`src/rtl/mem_port_arbiter.sv`:
```
// mem_port_arbiter
//   Shares one single-port memory between the fetch unit (read-only) and the
//   data/stack unit (read/write). One access is in flight at a time. The
//   arbiter latches the address (and write data) when it grants an access. It
//   then holds memory read or write high for ACCESS_CYCLES cycles, captures
//   read data at the end of the strobe, and pulses the winner's ack for one
//   cycle.
//
// Handshake (both ports): req is a level held by the requester until its ack.
//   The request and its operands are sampled only while the arbiter is idle.
//   ack is a single-cycle pulse that marks completion. For a read, the port's
//   rdata is valid from the ack cycle and holds until that port's next read
//   completes. A req that is still high in the idle cycle after an ack counts
//   as a new request. Dropping req after the grant does not cancel the access.
//
// Ports
//   clk, rst           clock (rising edge), synchronous active-high reset
//   f_req/f_addr       fetch request and address
//   f_rdata/f_ack      fetch read data and completion pulse
//   d_req/d_we         data request, 1 = write
//   d_addr/d_wdata     data address and write data
//   d_rdata/d_ack      data read result and completion pulse
//   mem_read/mem_write memory strobes (never both high)
//   mem_addr/mem_wdata memory address / write data, stable under a strobe
//   mem_rdata          memory read data
//   busy               high whenever the arbiter is not idle
//   state_dbg          current FSM state (IDLE=0, ACCESS=1, DONE=2)
module mem_port_arbiter #(
  parameter int ADDR_W        = 5,
  parameter int DATA_W        = 8,
  parameter int ACCESS_CYCLES = 1
) (
  input  logic              clk,
  input  logic              rst,
  input  logic              f_req,
  input  logic [ADDR_W-1:0] f_addr,
  output logic [DATA_W-1:0] f_rdata,
  output logic              f_ack,
  input  logic              d_req,
  input  logic              d_we,
  input  logic [ADDR_W-1:0] d_addr,
  input  logic [DATA_W-1:0] d_wdata,
  output logic [DATA_W-1:0] d_rdata,
  output logic              d_ack,
  output logic              mem_read,
  output logic              mem_write,
  output logic [ADDR_W-1:0] mem_addr,
  output logic [DATA_W-1:0] mem_wdata,
  input  logic [DATA_W-1:0] mem_rdata,
  output logic              busy,
  output logic [1:0]        state_dbg
);

  localparam int CNT_W = (ACCESS_CYCLES > 1) ? $clog2(ACCESS_CYCLES) : 1;
  localparam logic [CNT_W-1:0] CNT_LOAD = CNT_W'(ACCESS_CYCLES - 1);

  typedef enum logic [1:0] {
    IDLE   = 2'd0,
    ACCESS = 2'd1,
    DONE   = 2'd2
  } state_t;

  state_t           state;
  state_t           state_nxt;
  logic [CNT_W-1:0] cnt;
  logic             last_data;  // 1: the previous grant went to the data port
  logic             cur_data;   // the access in flight belongs to the data port
  logic             cur_we;     // the access in flight is a write
  logic             grant_f;
  logic             grant_d;

  // Next state and grant decision
  always_comb begin
    state_nxt = state;
    grant_f   = 1'b0;
    grant_d   = 1'b0;
    case (state)
      IDLE: begin
        // On a tie, the port that did not win last time gets the grant.
        if (f_req && d_req) begin
          if (last_data) grant_f = 1'b1;
          else           grant_d = 1'b1;
        end else if (f_req) begin
          grant_f = 1'b1;
        end else if (d_req) begin
          grant_d = 1'b1;
        end
        if (grant_f || grant_d) state_nxt = ACCESS;
      end
      ACCESS: begin
        if (cnt == '0) state_nxt = DONE;
      end
      DONE: begin
        state_nxt = IDLE;
      end
      default: begin
        state_nxt = IDLE;
      end
    endcase
  end

  // State register
  always_ff @(posedge clk) begin
    if (rst) state <= IDLE;
    else     state <= state_nxt;
  end

  // Datapath: latch operands on grant, count down, capture read data.
  // A reset here aborts any access in flight with no ack. It also sends the
  // tie-break back to favouring the data port.
  always_ff @(posedge clk) begin
    if (rst) begin
      cnt       <= '0;
      last_data <= 1'b0;
      cur_data  <= 1'b0;
      cur_we    <= 1'b0;
      mem_addr  <= '0;
      mem_wdata <= '0;
      f_rdata   <= '0;
      d_rdata   <= '0;
    end else begin
      if (grant_f || grant_d) begin
        mem_addr  <= grant_d ? d_addr : f_addr;
        cur_data  <= grant_d;
        cur_we    <= grant_d & d_we;
        last_data <= grant_d;
        cnt       <= CNT_LOAD;
        if (grant_d && d_we) mem_wdata <= d_wdata;
      end
      if (state == ACCESS) begin
        if (cnt != '0) begin
          cnt <= cnt - 1'b1;
        end else if (!cur_we) begin
          // Sample at the end of the last strobe cycle, so the memory has
          // had the full strobe window to drive its data.
          if (cur_data) d_rdata <= mem_rdata;
          else          f_rdata <= mem_rdata;
        end
      end
    end
  end

  // Outputs are decoded from registered state, so they change cleanly after
  // the clock edge. Both are zero while idle.
  assign mem_read  = (state == ACCESS) && !cur_we;
  assign mem_write = (state == ACCESS) &&  cur_we;
  assign f_ack     = (state == DONE) && !cur_data;
  assign d_ack     = (state == DONE) &&  cur_data;
  assign busy      = (state != IDLE);
  assign state_dbg = state;

endmodule
```
`config.mk`:
```
export PLATFORM = sky130hd
export DESIGN_NAME = mem_port_arbiter
export DESIGN_NICKNAME = d
export VERILOG_FILES = /design/src/rtl/mem_port_arbiter.sv
export SDC_FILE = /design/constraint.sdc
export NUM_CORES = 1
export LEC_CHECK = 0
export CAP_MARGIN = 20
export CORE_MARGIN = 2
export CORE_UTILIZATION = 43
export CTS_BUF_LIST = sky130_fd_sc_hd__clkbuf_8
export DETAILED_ROUTE_END_ITERATION = 8
export PLACE_DENSITY_LB_ADDON = 0.08
export SLEW_MARGIN = 5
export SYNTH_ARGS = -nofsm -noshare
export SYNTH_HDL_FRONTEND = slang
export SYNTH_SLANG_ARGS = --single-unit
```
`constraint.sdc`:
```
create_clock -name clk -period 1.5 [get_ports clk]
set_input_delay 0.15 -clock clk [delete_from_list [all_inputs] [get_ports clk]]
set_output_delay 0.15 -clock clk [all_outputs]
set_load 0.05 [all_outputs]
```
==> out/summary.md <==
Once placement finished, the instance area stood at 2280 sq um. The classification of the worst-slack hold path is in2reg. The startpoint of the most critical register-to-register path is state_dbg[1]. In the synthesized netlist the dominant register cell turns out to be sky130_fd_sc_hd__dfxtp_1.

The upper clock frequency limit came out at 710 MHz. The cell area that synthesis handed to floorplanning was 1540 sq um. Tracing the worst setup path back leads to its startpoint at state_dbg[0]. The run finished with clean final reports.

The first global-routing pass estimated 6.12 mm of wire. The Yosys step of the flow raised 0 warnings. The layout overhead on the synthesized area is 54.1%.

The final non-filler cell area was 2370 sq um; the part of the cycle the worst path needs was 0.939. The required time at the worst-slack endpoint was 1.35 ns. The number of vias per cell is 4.94. The fraction of final layout cells sized beyond drive strength 1 was 0.272; the sum of overflow across all layers after global routing was 0. The maximum number of pins on one net before global-route repair is 51, and the number of sinks on the clock net is 34. Measured along the x axis, the die boundary spans 63.8 microns.

The number of antenna-violating nets in the routed design came out at 0. The worst setup path is launched from a register. The number of antenna diodes in the final layout is 0. The critical path in this run is classified as reg2out. The clock transition at the registers of the reported paths is 0.06 ns, and the count of cell types in the netlist is 28. The routability congestion estimate from global placement is 0.838.

TritonCTS built the clock tree. For the count of vias placed by the detailed router, the log shows 1373. The number of nets at the end of the flow is 263, and the number of flip-flops and latches in the synthesized netlist is 34. The most common cell after layout, fill and taps aside was sky130_fd_sc_hd__nand2b_1. Setup repair after global routing left no endpoint under its margin.

The number of pins exceeding their max-slew limit in the final report is 0, and the cell count after synthesis is 158. The tools report the area of the die as 4070 sq um. The sequential area share after synthesis was 0.443. Yosys attributes the largest share of cell area to sky130_fd_sc_hd__dfxtp_1 44%, sky130_fd_sc_hd__nand2b_1 17%, sky130_fd_sc_hd__mux2i_1 16%. The combinational share of power was 0.290.

For the via count of the first global-routing pass, the log shows 1367. The number of nets in the synthesized netlist is 189. For the final database, setup skew stands at 0.00584 ns. Setup violations remaining at the end of the flow were counted as 0.

The switching part of the total power was 0.321; the TritonCTS buffer count was 5. Setup total negative slack on the finished layout was measured at 0 ns. The tool flagged a number of max-cap violations equal to 0. After the first detailed-routing iteration, the DRC count stood at 72. The share of power burned in registers was 0.437; the number of enable flip-flop cells after synthesis was 0. The fraction of synthesis flops using an asynchronous set or reset pin works out to 0. The measured slew at the worst slew-check pin was 0.420 ns; the net load switching power was 0.000732 W. The tools report the worst hold margin as 0.430 ns. Most area-hungry cell type in the Yosys netlist: sky130_fd_sc_hd__dfxtp_1. Total power density per cell area: 964 nW/um^2.

The tools report the relative slew slack as 0.719. After detailed routing, the total wire length is 3.62 mm. The area share of the leading cell type in the synthesized netlist is 0.443. The portion of total power attributed to the clock network was 0.274.

STA puts the critical path data arrival time at 1.26 ns. The endpoint of the worst register-to-register path was mem_addr[2]. Largest vdd supply drop: 0.570 mV. The top cell types in the final layout, fill and taps aside, are 41 x sky130_fd_sc_hd__nand2b_1, 40 x sky130_fd_sc_hd__buf_4, 32 x sky130_fd_sc_hd__dfxtp_1, 30 x sky130_fd_sc_hd__clkdlybuf4s50_1, 24 x sky130_fd_sc_hd__mux2i_1. The internal portion of total power was 0.00155 W; the number of I/O port buffers was 66. For this design the static power due to leakage is 1.01 nW.

For this design, the CTS-stage hold fixing added 0 buffers. Setup slack on the worst reg-to-reg path comes out at 0.23 ns. The deepest level of the CTS H-tree is 2. Placed wire-length estimate after detailed placement: 2.61 mm.

For this run, design rule violations remaining after detail routing come to 0. In this run the worst path has a maximum fanout of 7. The fraction of the core area covered by cells at the end of the flow was 0.698; the worst reg2reg path depth was 4. The average wire per cell in the routed design came out at 13.0 microns. The filler cells instantiated in the layout total 267. The average cell area after synthesis was 9.72 sq um; the number of buffers between clock root and the deepest sink was 2.

In this run the most critical hold path is launched from d_wdata[2]. In this run the clock root is driven by a sky130_fd_sc_hd__clkbuf_8. The initial antenna violation count is 0. The routed design could run at a clock period as short as 1.41 ns. The floorplan row count is 21, and the core area is 3390 sq um. The global router's overall resource usage was 0.194. The worst hold path depth is 3. The clock latency on the worst-skew pair was 0.28 ns. End point of the most critical hold path: mem_wdata[2]. For the number of detailed-routing iterations run before antenna repair, the log shows 4.

The tools report the initial core utilization as 0.453. The I/O pin count was 67; the total count of hold-check failures in the final report was 0. The type of destination of the critical path is an output port. The floorplan step set the die height to 63.8 microns.
cells in the mapped netlist, types with 2 or more instances:
master	number
sky130_fd_sc_hd__a21oi_1	7
sky130_fd_sc_hd__a311oi_1	5
sky130_fd_sc_hd__inv_1	3
sky130_fd_sc_hd__nor2_1	6
sky130_fd_sc_hd__nand2b_1	41
sky130_fd_sc_hd__nand3_1	2
sky130_fd_sc_hd__clkbuf_1	6
sky130_fd_sc_hd__dfxtp_1	34
sky130_fd_sc_hd__buf_2	2
sky130_fd_sc_hd__o21ai_0	7
sky130_fd_sc_hd__nand4_1	5
sky130_fd_sc_hd__mux2i_1	24
metrics by stage:
| stage | total power [W] | cells | setup slack (ns) |
|---|---|---|---|
| global placement | 0.00166 | 271 | 0.0153 |
| detailed placement | 0.00168 | 271 | -0.0273 |
| finish | 0.00228 | 278 | 0.0916 |
| CTS | 0.00231 | 278 | 0.00408 |
| global route | 0.00240 | 278 | 0.0243 |
| floorplan | 0.00142 | 158 | 0.0553 |
routing by layer:
metal | vias to the layer above | part of all wire | global-route usage
met5 | - | 0 | 0
met4 | 0 | 0.014 | 0.0571
met3 | 6 | 0.059 | 0.0669
met2 | 43 | 0.50 | 0.347
met1 | 629 | 0.43 | 0.216
li1 | 695 | - | -
worst max path at each step:
stage                    to  slack [ns]  depth (start not counted)
3_3_place_gp   mem_wdata[2]        0.02                          5
3_5_place_dp   mem_wdata[4]       -0.03                          5
4_1_cts           mem_write       0.004                          4
5_1_grt           mem_write        0.02                          4
2_1_floorplan     mem_write        0.06                          2
6_report          mem_write        0.09                          4
registers in the layout, summed over array words and instances, names as in the netlist:
signal,cells
d_rdata,8
cur_data,1
mem_addr,5
mem_wdata,8
state_dbg,2
f_rdata,8
cur_we,1
cnt,1
what timing repair did:
action                     in CTS  in global routing
setup endpoints to repair       1                  1
setup buffers                   0                  0
resized for setup               1                  2
pin swaps                       0                  0
area by class of cell:
cell class | count | area, sq um | share of cell area
clock buffers | 5 | 68.8 | 0.0291
clock inverters | 2 | 10.0 | 0.00423
inverters | 3 | 11.3 | 0.00476
multi-input cells | 112 | 813 | 0.344
flip-flops and latches | 34 | 686 | 0.290
well taps | 46 | 57.6 | 0.0243
repair buffers | 76 | 721 | 0.304
worst max-delay path, stage by stage, from the launching register on:
cell and delay, ns:
sky130_fd_sc_hd__dfxtp_4 0.37, sky130_fd_sc_hd__nor2b_2 0.16, sky130_fd_sc_hd__buf_4 0.15, sky130_fd_sc_hd__and2_4 0.16
sky130_fd_sc_hd__buf_12 0.14
cell families after synthesis:
group,share of synthesized area
flops,0.443
compound gates,0.0847
buf+inv,0.0358
simple gates,0.280
mux,0.156
power groups by stage:
stage	logic (W)	registers [W]	clock network [W]
floorplan	0.000229	0.00119	0
global placement	0.000649	0.00101	0
detailed placement	0.000661	0.00102	0
CTS	0.000664	0.000997	0.000649
global route	0.000699	0.00100	0.000695
finish	0.000661	0.000997	0.000625
(Power assumes the default switching activity.)
